**src/rtl/cross_entropy_grad_inverse_pkg.sv**
```systemverilog
// Shared definitions for the cross-entropy gradient inverse block:
// fixed-point geometry, the controller state encoding and the output clamp.
package ce_pkg;

   localparam int WIDTH = 16;               // data word, signed two's complement
   localparam int FRAC  = 12;               // fractional bits of a probability
   localparam int ONE   = 1 << FRAC;        // 1.0 in Q.FRAC
   localparam int QBITS = FRAC + 1;         // quotient bits, one per DIV cycle
   localparam int CNT_W = $clog2(QBITS);    // iteration counter width

   typedef logic signed [WIDTH-1:0] data_t;

   typedef enum logic [1:0] {
      IDLE  = 2'd0,
      DIV   = 2'd1,
      ROUND = 2'd2,
      DONE  = 2'd3
   } state_t;

   // A probability must stay below 1.0; only d==1 can produce q >= ONE.
   function automatic logic [WIDTH-1:0] sat_prob(input logic [QBITS:0] q);
      if (q >= (QBITS+1)'(ONE))
         sat_prob = WIDTH'(ONE - 1);
      else
         sat_prob = WIDTH'(q);
   endfunction

endpackage

```
**src/rtl/cross_entropy_grad_inverse_if.sv**
```systemverilog
// Gradient-in / probability-out stream bundle.
//
// Handshake: both sides use strict valid/ready. A word moves on a rising
// edge where valid and ready are both high. Once valid is raised the source
// holds it and its data stable until that edge; ready may depend on state
// but never on valid in the same cycle. err is meaningful only with
// out_valid.
interface cross_entropy_grad_inverse_if;
   import ce_pkg::*;

   logic  in_valid;
   logic  in_ready;
   data_t in;
   logic  out_valid;
   logic  out_ready;
   data_t out;
   logic  err;

   // Producer of gradients / consumer of probabilities.
   modport master (
      output in_valid, in, out_ready,
      input  in_ready, out_valid, out, err
   );

   // The inverse block itself.
   modport slave (
      input  in_valid, in, out_ready,
      output in_ready, out_valid, out, err
   );

endinterface

```
**src/rtl/cross_entropy_grad_inverse_div_step.sv**
```systemverilog
// One restoring-division step: shift the next dividend bit into the
// remainder, subtract the divisor when it fits and report the quotient bit.
module ce_div_step
   import ce_pkg::*;
(
   input  logic [WIDTH:0] r,
   input  logic           bit_in,
   input  logic [WIDTH:0] d,
   output logic [WIDTH:0] r_next,
   output logic           qbit
);

   // r < d <= 2^WIDTH on entry, so the top bit of r is always zero and the
   // shifted value still fits in WIDTH+1 bits.
   logic [WIDTH:0] r_sh;

   // Trial subtraction with restore.
   always_comb begin
      r_sh   = {r[WIDTH-1:0], bit_in};
      qbit   = (r_sh >= d);
      r_next = qbit ? (r_sh - d) : r_sh;
   end

endmodule

```
**src/rtl/cross_entropy_grad_inverse.sv**
```systemverilog
// Sequential inverse of the cross-entropy gradient: given g = -ONE/p it
// returns p = floor(ONE/|g|) with a bit-serial restoring divider.
// Optional: CE_INV_ROUND_NEAREST_EN adds a ROUND state that rounds the
// quotient to nearest before saturation.
module cross_entropy_grad_inverse
   import ce_pkg::*;
(
   input  logic                        clk,
   input  logic                        reset,
   cross_entropy_grad_inverse_if.slave bus,
   output state_t                      state_dbg
);

   localparam logic [QBITS-1:0] ONE_Q = QBITS'(ONE);

   state_t             state, state_nxt;
   logic [WIDTH:0]     d_r;        // divisor |g|, one extra bit for -2^(WIDTH-1)
   logic [WIDTH:0]     r_r;        // partial remainder
   logic [QBITS-1:0]   sr_r;       // dividend, consumed MSB first
   logic [QBITS-1:0]   q_r;        // quotient accumulator
   logic [CNT_W-1:0]   cnt;        // remaining DIV iterations minus one
   logic [WIDTH-1:0]   out_r;
   logic               err_r;
   logic               in_ready_c;
   logic               out_valid_c;
   logic               accept;
   logic [WIDTH:0]     r_next;
   logic               qbit;
   logic [QBITS-1:0]   q_shift;

   ce_div_step u_step (
      .r      (r_r),
      .bit_in (sr_r[QBITS-1]),
      .d      (d_r),
      .r_next (r_next),
      .qbit   (qbit)
   );

   assign q_shift       = {q_r[QBITS-2:0], qbit};
   assign accept        = bus.in_valid & in_ready_c;
   assign bus.in_ready  = in_ready_c;
   assign bus.out_valid = out_valid_c;
   assign bus.out       = out_r;
   assign bus.err       = err_r;
   assign state_dbg     = state;

   // Controller state register.
   always_ff @(posedge clk) begin
      if (reset)
         state <= IDLE;
      else
         state <= state_nxt;
   end

   // Next state and handshake outputs; inputs are only taken in IDLE.
   always_comb begin
      state_nxt   = state;
      in_ready_c  = 1'b0;
      out_valid_c = 1'b0;
      case (state)
         IDLE: begin
            in_ready_c = 1'b1;
            if (bus.in_valid)
               state_nxt = bus.in[WIDTH-1] ? DIV : DONE;
         end
         DIV: begin
            if (cnt == '0) begin
`ifdef CE_INV_ROUND_NEAREST_EN
               state_nxt = ROUND;
`else
               state_nxt = DONE;
`endif
            end
         end
         ROUND: state_nxt = DONE;
         DONE: begin
            out_valid_c = 1'b1;
            if (bus.out_ready)
               state_nxt = IDLE;
         end
         default: state_nxt = IDLE;
      endcase
   end

   // Divider datapath and result registers; out/err only change on load.
   always_ff @(posedge clk) begin
      if (reset) begin
         d_r   <= '0;
         r_r   <= '0;
         sr_r  <= '0;
         q_r   <= '0;
         cnt   <= '0;
         out_r <= '0;
         err_r <= 1'b0;
      end else begin
         case (state)
            IDLE: begin
               if (accept) begin
                  if (bus.in[WIDTH-1]) begin
                     d_r   <= -{bus.in[WIDTH-1], bus.in};
                     r_r   <= '0;
                     sr_r  <= ONE_Q;
                     q_r   <= '0;
                     cnt   <= CNT_W'(QBITS - 1);
                     err_r <= 1'b0;
                  end else begin
                     out_r <= '0;
                     err_r <= 1'b1;
                  end
               end
            end
            DIV: begin
               r_r  <= r_next;
               sr_r <= {sr_r[QBITS-2:0], 1'b0};
               q_r  <= q_shift;
               if (cnt != '0)
                  cnt <= cnt - CNT_W'(1);
`ifndef CE_INV_ROUND_NEAREST_EN
               if (cnt == '0)
                  out_r <= sat_prob({1'b0, q_shift});
`endif
            end
`ifdef CE_INV_ROUND_NEAREST_EN
            ROUND: begin
               // Round half up: the fraction is r/d, so compare 2r with d.
               if ({r_r, 1'b0} >= {1'b0, d_r})
                  out_r <= sat_prob({1'b0, q_r} + (QBITS+1)'(1));
               else
                  out_r <= sat_prob({1'b0, q_r});
            end
`endif
            default: ;
         endcase
      end
   end

endmodule

```
**src/flat_wrapper.sv**
```systemverilog
// flat-port wrapper written by rule: the top's interface ports become plain ports
module cross_entropy_grad_inverse_flat import ce_pkg::*;
  (clk, reset, state_dbg, bus_in_valid, bus_in, bus_out_ready, bus_in_ready, bus_out_valid, bus_out, bus_err);
  cross_entropy_grad_inverse_if bus_i ();
  input  logic clk;
  input  logic reset;
  output state_t state_dbg;
  input wire logic [$bits(bus_i.in_valid)-1:0] bus_in_valid;
  input wire logic [$bits(bus_i.in)-1:0] bus_in;
  input wire logic [$bits(bus_i.out_ready)-1:0] bus_out_ready;
  output wire logic [$bits(bus_i.in_ready)-1:0] bus_in_ready;
  output wire logic [$bits(bus_i.out_valid)-1:0] bus_out_valid;
  output wire logic [$bits(bus_i.out)-1:0] bus_out;
  output wire logic [$bits(bus_i.err)-1:0] bus_err;
  assign bus_i.in_valid = bus_in_valid;
  assign bus_i.in = bus_in;
  assign bus_i.out_ready = bus_out_ready;
  assign bus_in_ready = bus_i.in_ready;
  assign bus_out_valid = bus_i.out_valid;
  assign bus_out = bus_i.out;
  assign bus_err = bus_i.err;
  cross_entropy_grad_inverse u_core (.clk(clk), .reset(reset), .bus(bus_i), .state_dbg(state_dbg));
endmodule
```
**config.mk**
```make
export PLATFORM = sky130hd
export DESIGN_NAME = cross_entropy_grad_inverse_flat
export DESIGN_NICKNAME = d
export VERILOG_FILES = /design/src/rtl/cross_entropy_grad_inverse_pkg.sv /design/src/rtl/cross_entropy_grad_inverse_if.sv /design/src/rtl/cross_entropy_grad_inverse_div_step.sv /design/src/rtl/cross_entropy_grad_inverse.sv /design/src/flat_wrapper.sv
export SDC_FILE = /design/constraint.sdc
export NUM_CORES = 1
export LEC_CHECK = 0
export ABC_AREA = 1
export CORE_MARGIN = 2
export CORE_UTILIZATION = 60
export DETAILED_ROUTE_END_ITERATION = 10
export PLACE_DENSITY_LB_ADDON = 0.3
export SLEW_MARGIN = 20
export SYNTH_ARGS = -nofsm -noshare
export SYNTH_HDL_FRONTEND = slang
export SYNTH_SLANG_ARGS = --single-unit
```
**constraint.sdc**
```tcl
create_clock -name clk -period 2.8 [get_ports clk]
set_input_delay 0.56 -clock clk [delete_from_list [all_inputs] [get_ports clk]]
set_output_delay 0.56 -clock clk [all_outputs]
set_load 0.1 [all_outputs]
```
Yosys cells after proc, flatten, opt, wreduce, memory -nomap -nowiden
Index checks and enable logic that the tools add are counted.

word-level totals
  logic and storage cells = 61
  flip-flop bits (word level) = 81
  bits of input ports = 20
  output and inout bits = 21

cells by class
  reduce and logical (&&, ||, !) cells = 10
  mux-type cells = 27
  eq/ne operators = 10
  $add $sub $neg = 3
  bitwise gates (word level) = 1
  $lt $le $gt $ge = 2

operators by type and width
  operator              count
  $mux 16               6
  $pmux 16 s2           2
  $mux 13               3
  $pmux 13 s2           1
  $mux 12               2
  $pmux 12 s2           1
  $ge 17x17->1          1
  $neg 17->17           1
  $sub 16x16->16        1
  $ge 13x13->1 const B  1
  $mux 4                3
  $reduce_and 3->1      3
  $mux 2                4
  $ne 2x2->1 const B    4
  $pmux 2 s4            1
  $pmux 4 s2            1
  $reduce_and 4->1      2
  $ne 2x1->1 const B    3
  $eq 2x2->1 const B    2
  $logic_not 4->1       1
  $reduce_bool 4->1     1
  $sub 4x1->4 const B   1
  $mux 1                3
  $eq 2x1->1 const B    1
  4 further kinds       4

Longest topological paths before layout
  word-level depth = 5
  depth in mapped cells = 15
  depth with buffers taken out = 14

Hierarchy
A second synthesis with hierarchy kept.

unflattened totals
  cell total of the unflattened synthesis = 738
  area, all modules = 4573.1 µm²

by module, submodules not included
  module                      cells each  area an instance (µm²)  instances  seq. area each (µm²)
  cross_entropy_grad_inverse  436         3037.9                  1          1341.3
  ce_div_step                 302         1535.2                  1          0.0

Worst setup path before layout
No wires, ideal clock.

  path kind = register -> register
  start = register u_core.state[1] (netlist: u_core.state_dbg[1])
  end = register u_core.q_r[10]
  path buffers = 2
  setup time = 117 ps
  data arrival time = 2835 ps
  cell stages (with the launch flop) = 12
  path slack = -152 ps
  period minus slack after synthesis = 2952 ps
  required time = 2683 ps
  path through = dfxtp_1 -> inv_1 -> ha_1 -> nand2_1 -> nor2_4 -> inv_2 -> nand2_1 -> inv_1 -> buf_2 -> buf_2 -> a21oi_1 -> nor2_1

between the ends
  word-level cells in the longest chain between the ends = 5
  elaborated cells between the ends (all ways) = 9
  those cells by class = eq/ne: 3; mux: 2; bitwise: 1; reduce/logical: 3

ends and longest elaborated chain
  item                               line                               source
  start: declaration                 cross_entropy_grad_inverse.sv:16   state_t state, state_nxt;
  start signal: assignment           cross_entropy_grad_inverse.sv:52   state <= state_nxt;
  $logic_not 2->1                    cross_entropy_grad_inverse.sv:60   case (state)
  $mux 1                             cross_entropy_grad_inverse.sv:60
  net bus_in_ready                   flat_wrapper.sv:11                 output wire logic [$bits(bus_i.in_ready)-1:0] bus_in_ready;
  $and 1x1->1                        cross_entropy_grad_inverse.sv:40   assign accept = bus.in_valid & in_ready_c;
  $ne 2x1->1 (no source line)        --
  $reduce_and 3->1 (no source line)  --
  end signal: assignment             cross_entropy_grad_inverse.sv:115  q_r <= q_shift;
  end: declaration                   cross_entropy_grad_inverse.sv:20   logic [QBITS-1:0] q_r;

The timed path passes the listed nets, and every way through them passes these cells.
A chain may end at the register's enable or synchronous reset.

Final worst setup path
  start = register u_core.state[0] (netlist: u_core.state_dbg[0])
  end = register u_core.out_r[7] (netlist: u_core.bus.out[7])

between the ends
  word-level cells in the longest chain between the ends = 5
  elaborated cells between the ends (all ways) = 10
  those cells by class = eq/ne: 4; mux: 2; bitwise: 1; reduce/logical: 3

ends and longest elaborated chain
  item                               line                                                                source
  $logic_not 2->1                    cross_entropy_grad_inverse.sv:60, cross_entropy_grad_inverse.sv:96
  $mux 1                             cross_entropy_grad_inverse.sv:60
  $and 1x1->1                        cross_entropy_grad_inverse.sv:40
  $ne 2x1->1 (no source line)        --
  $reduce_and 4->1 (no source line)  --
  end signal: assignment             cross_entropy_grad_inverse.sv:120                                   out_r <= sat_prob({1'b0, q_shift});
  end: declaration                   cross_entropy_grad_inverse.sv:22                                    logic [WIDTH-1:0] out_r;

Parallel ways exist; a longest one is shown, timed or not.

==> impl_metrics.yaml <==
routing:
  route.detailed.drc: 0
  routed-via-count: 4080
  ant_nets: 0
  drt_wl_total_um: 9640
  firstDrtPassIters: 6
  post_drt_via_cell_ratio: 5.43
  route.detailed.wl_per_inst_um: 12.8
  initialDrtViolationCount: 267
critical_path:
  critical_path_required_ps: 3000
  setup.worst_path.class: "reg2reg"
  crit_path_dat_ps: 2450
  end_kind: "flip-flop"
  peak_fanout_along_the_critical_path: 15
  crit_path_start_kind: "flip-flop"
final_layout:
  finish.utilization: 0.703
  number_of_antenna_cells_inserted: 0
  net_total_in_the_final_layout: 711
  layout.cell_area.non_filler_um2: 4750
  drive_above_1_share: 0.103
  synthToLayoutAreaGrowth_pct: 13.9
clock_network:
  post_cts_hold_buffer_count: 0
  post_cts_buffers: 0
  clock-sinks: 66
  cts_root_buf: "sky130_fd_sc_hd__clkbuf_8"
  clk_pin_slew_ps: 80
  cts_buffers: 9
  tritoncts_clock_tree: "done"
  cts_resized: 0
  clk-insertion-delay-late_ps: 340
  cts-root-to-sink-buffers: 2
  cts_htree_levels: 3
global_routing:
  grt_pass1_wl_um: 16500
  first_global_vias: 3872
  grt.overflow.total: 0
  number_of_antenna_violations_at_the_first_check_in_global_routing: 0
  grt.total_usage: 0.269
  largest_net_degree_at_the_start_of_global_routing: 35
sta:
  finalSetupViolCount: 0
  drv_slew: 0
  fin_setup_tns_ps: 0
  fin_hold_ws_ps: 448
  finalWorstPathRequiredPeriod_ps: 2240
  worstMarginPinSlew_ps: 909
  rsz0062_at_grt: "false"
  max_freq_ghz: 0.446
  worst_slew_margin_rel: 0.394
  finalHoldViolCount: 0
  min_period_over_period: 0.801
  clock-skew-final_ps: 7.39
yosys:
  register_bit_total_from_synthesis: 66
  synthesis.area_um2: 4170
  yosys.cell_types.count: 45
  synthMostInstantiatedCell: "sky130_fd_sc_hd__nand2_1"
  synth.yosys.seq_area_share: 0.317
  yosysWarningCount: 0
  yosys-top-cells-area: "sky130_fd_sc_hd__dfxtp_1 (32%), sky130_fd_sc_hd__nand2_1 (14%), sky130_fd_sc_hd__inv_1 (9.5%)"
  synth_top_area_frac: 0.317
  synth_enable_flop_cells: 0
  avg_cell_area_syn_um2: 6.59
  postSynth.asyncResetShare: 0
  yosys-top-cells-count: "sky130_fd_sc_hd__nand2_1 (158), sky130_fd_sc_hd__inv_1 (105), sky130_fd_sc_hd__dfxtp_1 (66), sky130_fd_sc_hd__a21oi_1 (52), sky130_fd_sc_hd__nand3_1 (51)"
  synthFlopType: "sky130_fd_sc_hd__dfxtp_1"
  postSynthCellCount: 633
  synth_area_leader: "sky130_fd_sc_hd__dfxtp_1"
min_path:
  hold_path_class: "reg2reg"
floorplan:
  die_height_um: 87.4
  core_area_um2: 6760
  die-width_um: 87.4
  row_count: 30
  floorplan.initialDensity: 0.617
  die_area_um2: 7630
  ios: 41
placement:
  dp_hpwl_um: 7160
  portBuffers: 37
  gp_congestion: 0.946
  detailed_place.area_um2: 4520
run:
  maxCapViolations: 0
outcome:
  run_status: "finished, final reports clean"
-- layer usage --
metal / global-route usage / wire, um
met5: 0 / 0
met4: 0.0993 / 253
met3: 0.0540 / 442
met2: 0.444 / 4540
met1: 0.349 / 4410
-- cell type report --
type	instances	area, um^2
clock inverters	7	101
clock buffers	9	124
fillers	598	2010
inverters	112	420
multi-input cells	436	2320
flip-flops and latches	66	1320
repair buffers	42	363
well taps	80	100
-- placed cells by master, fill, tap and decap left out, types with 2 or more instances in the layout --
cell	synthesis	routed
sky130_fd_sc_hd__a211oi_1	2	2
sky130_fd_sc_hd__a21oi_1	52	52
sky130_fd_sc_hd__a21oi_2	2	2
sky130_fd_sc_hd__a31oi_1	3	3
sky130_fd_sc_hd__buf_4	4	23
sky130_fd_sc_hd__bufinv_16	0	2
sky130_fd_sc_hd__clkbuf_8	0	9
sky130_fd_sc_hd__clkdlybuf4s50_1	0	19
sky130_fd_sc_hd__conb_1	1	3
sky130_fd_sc_hd__dfxtp_1	66	66
sky130_fd_sc_hd__ha_1	23	22
sky130_fd_sc_hd__inv_1	105	105
sky130_fd_sc_hd__inv_2	6	6
sky130_fd_sc_hd__nand2_1	158	158
sky130_fd_sc_hd__nand2_2	9	9
sky130_fd_sc_hd__nand2_8	2	2
sky130_fd_sc_hd__nand3_1	51	51
sky130_fd_sc_hd__nand3b_1	3	3
sky130_fd_sc_hd__nand4_1	5	5
sky130_fd_sc_hd__nor2_1	46	46
sky130_fd_sc_hd__nor3_1	5	5
sky130_fd_sc_hd__o21ai_0	37	37
sky130_fd_sc_hd__o22ai_1	5	5
sky130_fd_sc_hd__o32ai_1	3	3
sky130_fd_sc_hd__xnor2_1	5	5
sky130_fd_sc_hd__xor2_1	5	5
-- cell families (layout without fill, tap and decap cells) --
kind of cell,after synthesis,in the layout,synth area share
AND/OR/NAND/NOR,289,289,0.312
other,1,3,0.000899
buffers and inverters,133,170,0.130
adder cells (fa/ha/maj),24,24,0.0738
flip-flops,66,66,0.317
AO/OA/AOI/OAI,110,110,0.146
XOR/XNOR,10,10,0.0210
-- flip-flops by register name (all words and copies together), names as in the netlist --
| register | count |
|---|---|
| u_core.state_dbg | 2 |
| u_core.sr_r | 1 |
| u_core.bus.err | 1 |
| u_core.r_r | 16 |
| u_core.cnt | 4 |
| u_core.q_r | 12 |
| u_core.bus.out | 13 |
| u_core.d_r | 17 |
-- final timing paths --
| path | startpoint | to | slack, ps | depth (start not counted) |
|---|---|---|---|---|
| min reg2reg | u_core.bus.out[12]$_SDFFE_PP0P_ | u_core.bus.out[12]$_SDFFE_PP0P_ | 450 | 2 |
| max | u_core.state_dbg[0]$_SDFFE_PP0P_ | u_core.bus.out[7]$_SDFFE_PP0P_ | 560 | 10 |
| max reg2reg | u_core.state_dbg[0]$_SDFFE_PP0P_ | u_core.bus.out[7]$_SDFFE_PP0P_ | 560 | 10 |
| min | u_core.bus.out[12]$_SDFFE_PP0P_ | u_core.bus.out[12]$_SDFFE_PP0P_ | 450 | 2 |
-- critical path: stages, from the launching register on --
cell                      delay (ps)
sky130_fd_sc_hd__dfxtp_1         420
sky130_fd_sc_hd__ha_1            530
sky130_fd_sc_hd__inv_1           210
sky130_fd_sc_hd__nor2_1          270
sky130_fd_sc_hd__inv_1            70
sky130_fd_sc_hd__nand2_1         100
sky130_fd_sc_hd__inv_1            60
sky130_fd_sc_hd__nand2_1          50
sky130_fd_sc_hd__inv_1           150
sky130_fd_sc_hd__o21ai_0         130
sky130_fd_sc_hd__a21oi_1         110
-- through the flow --
stage / instances / worst slack (ps)
6_report: 752 / 558
5_1_grt: 752 / 358
4_1_cts: 752 / 584
3_5_place_dp: 736 / 367
3_3_place_gp: 736 / 418
2_1_floorplan: 635 / 192
Power is left out: the tool's default activity adds up to more than one toggle a clock period on the data nets, which glitch-free logic cannot reach.
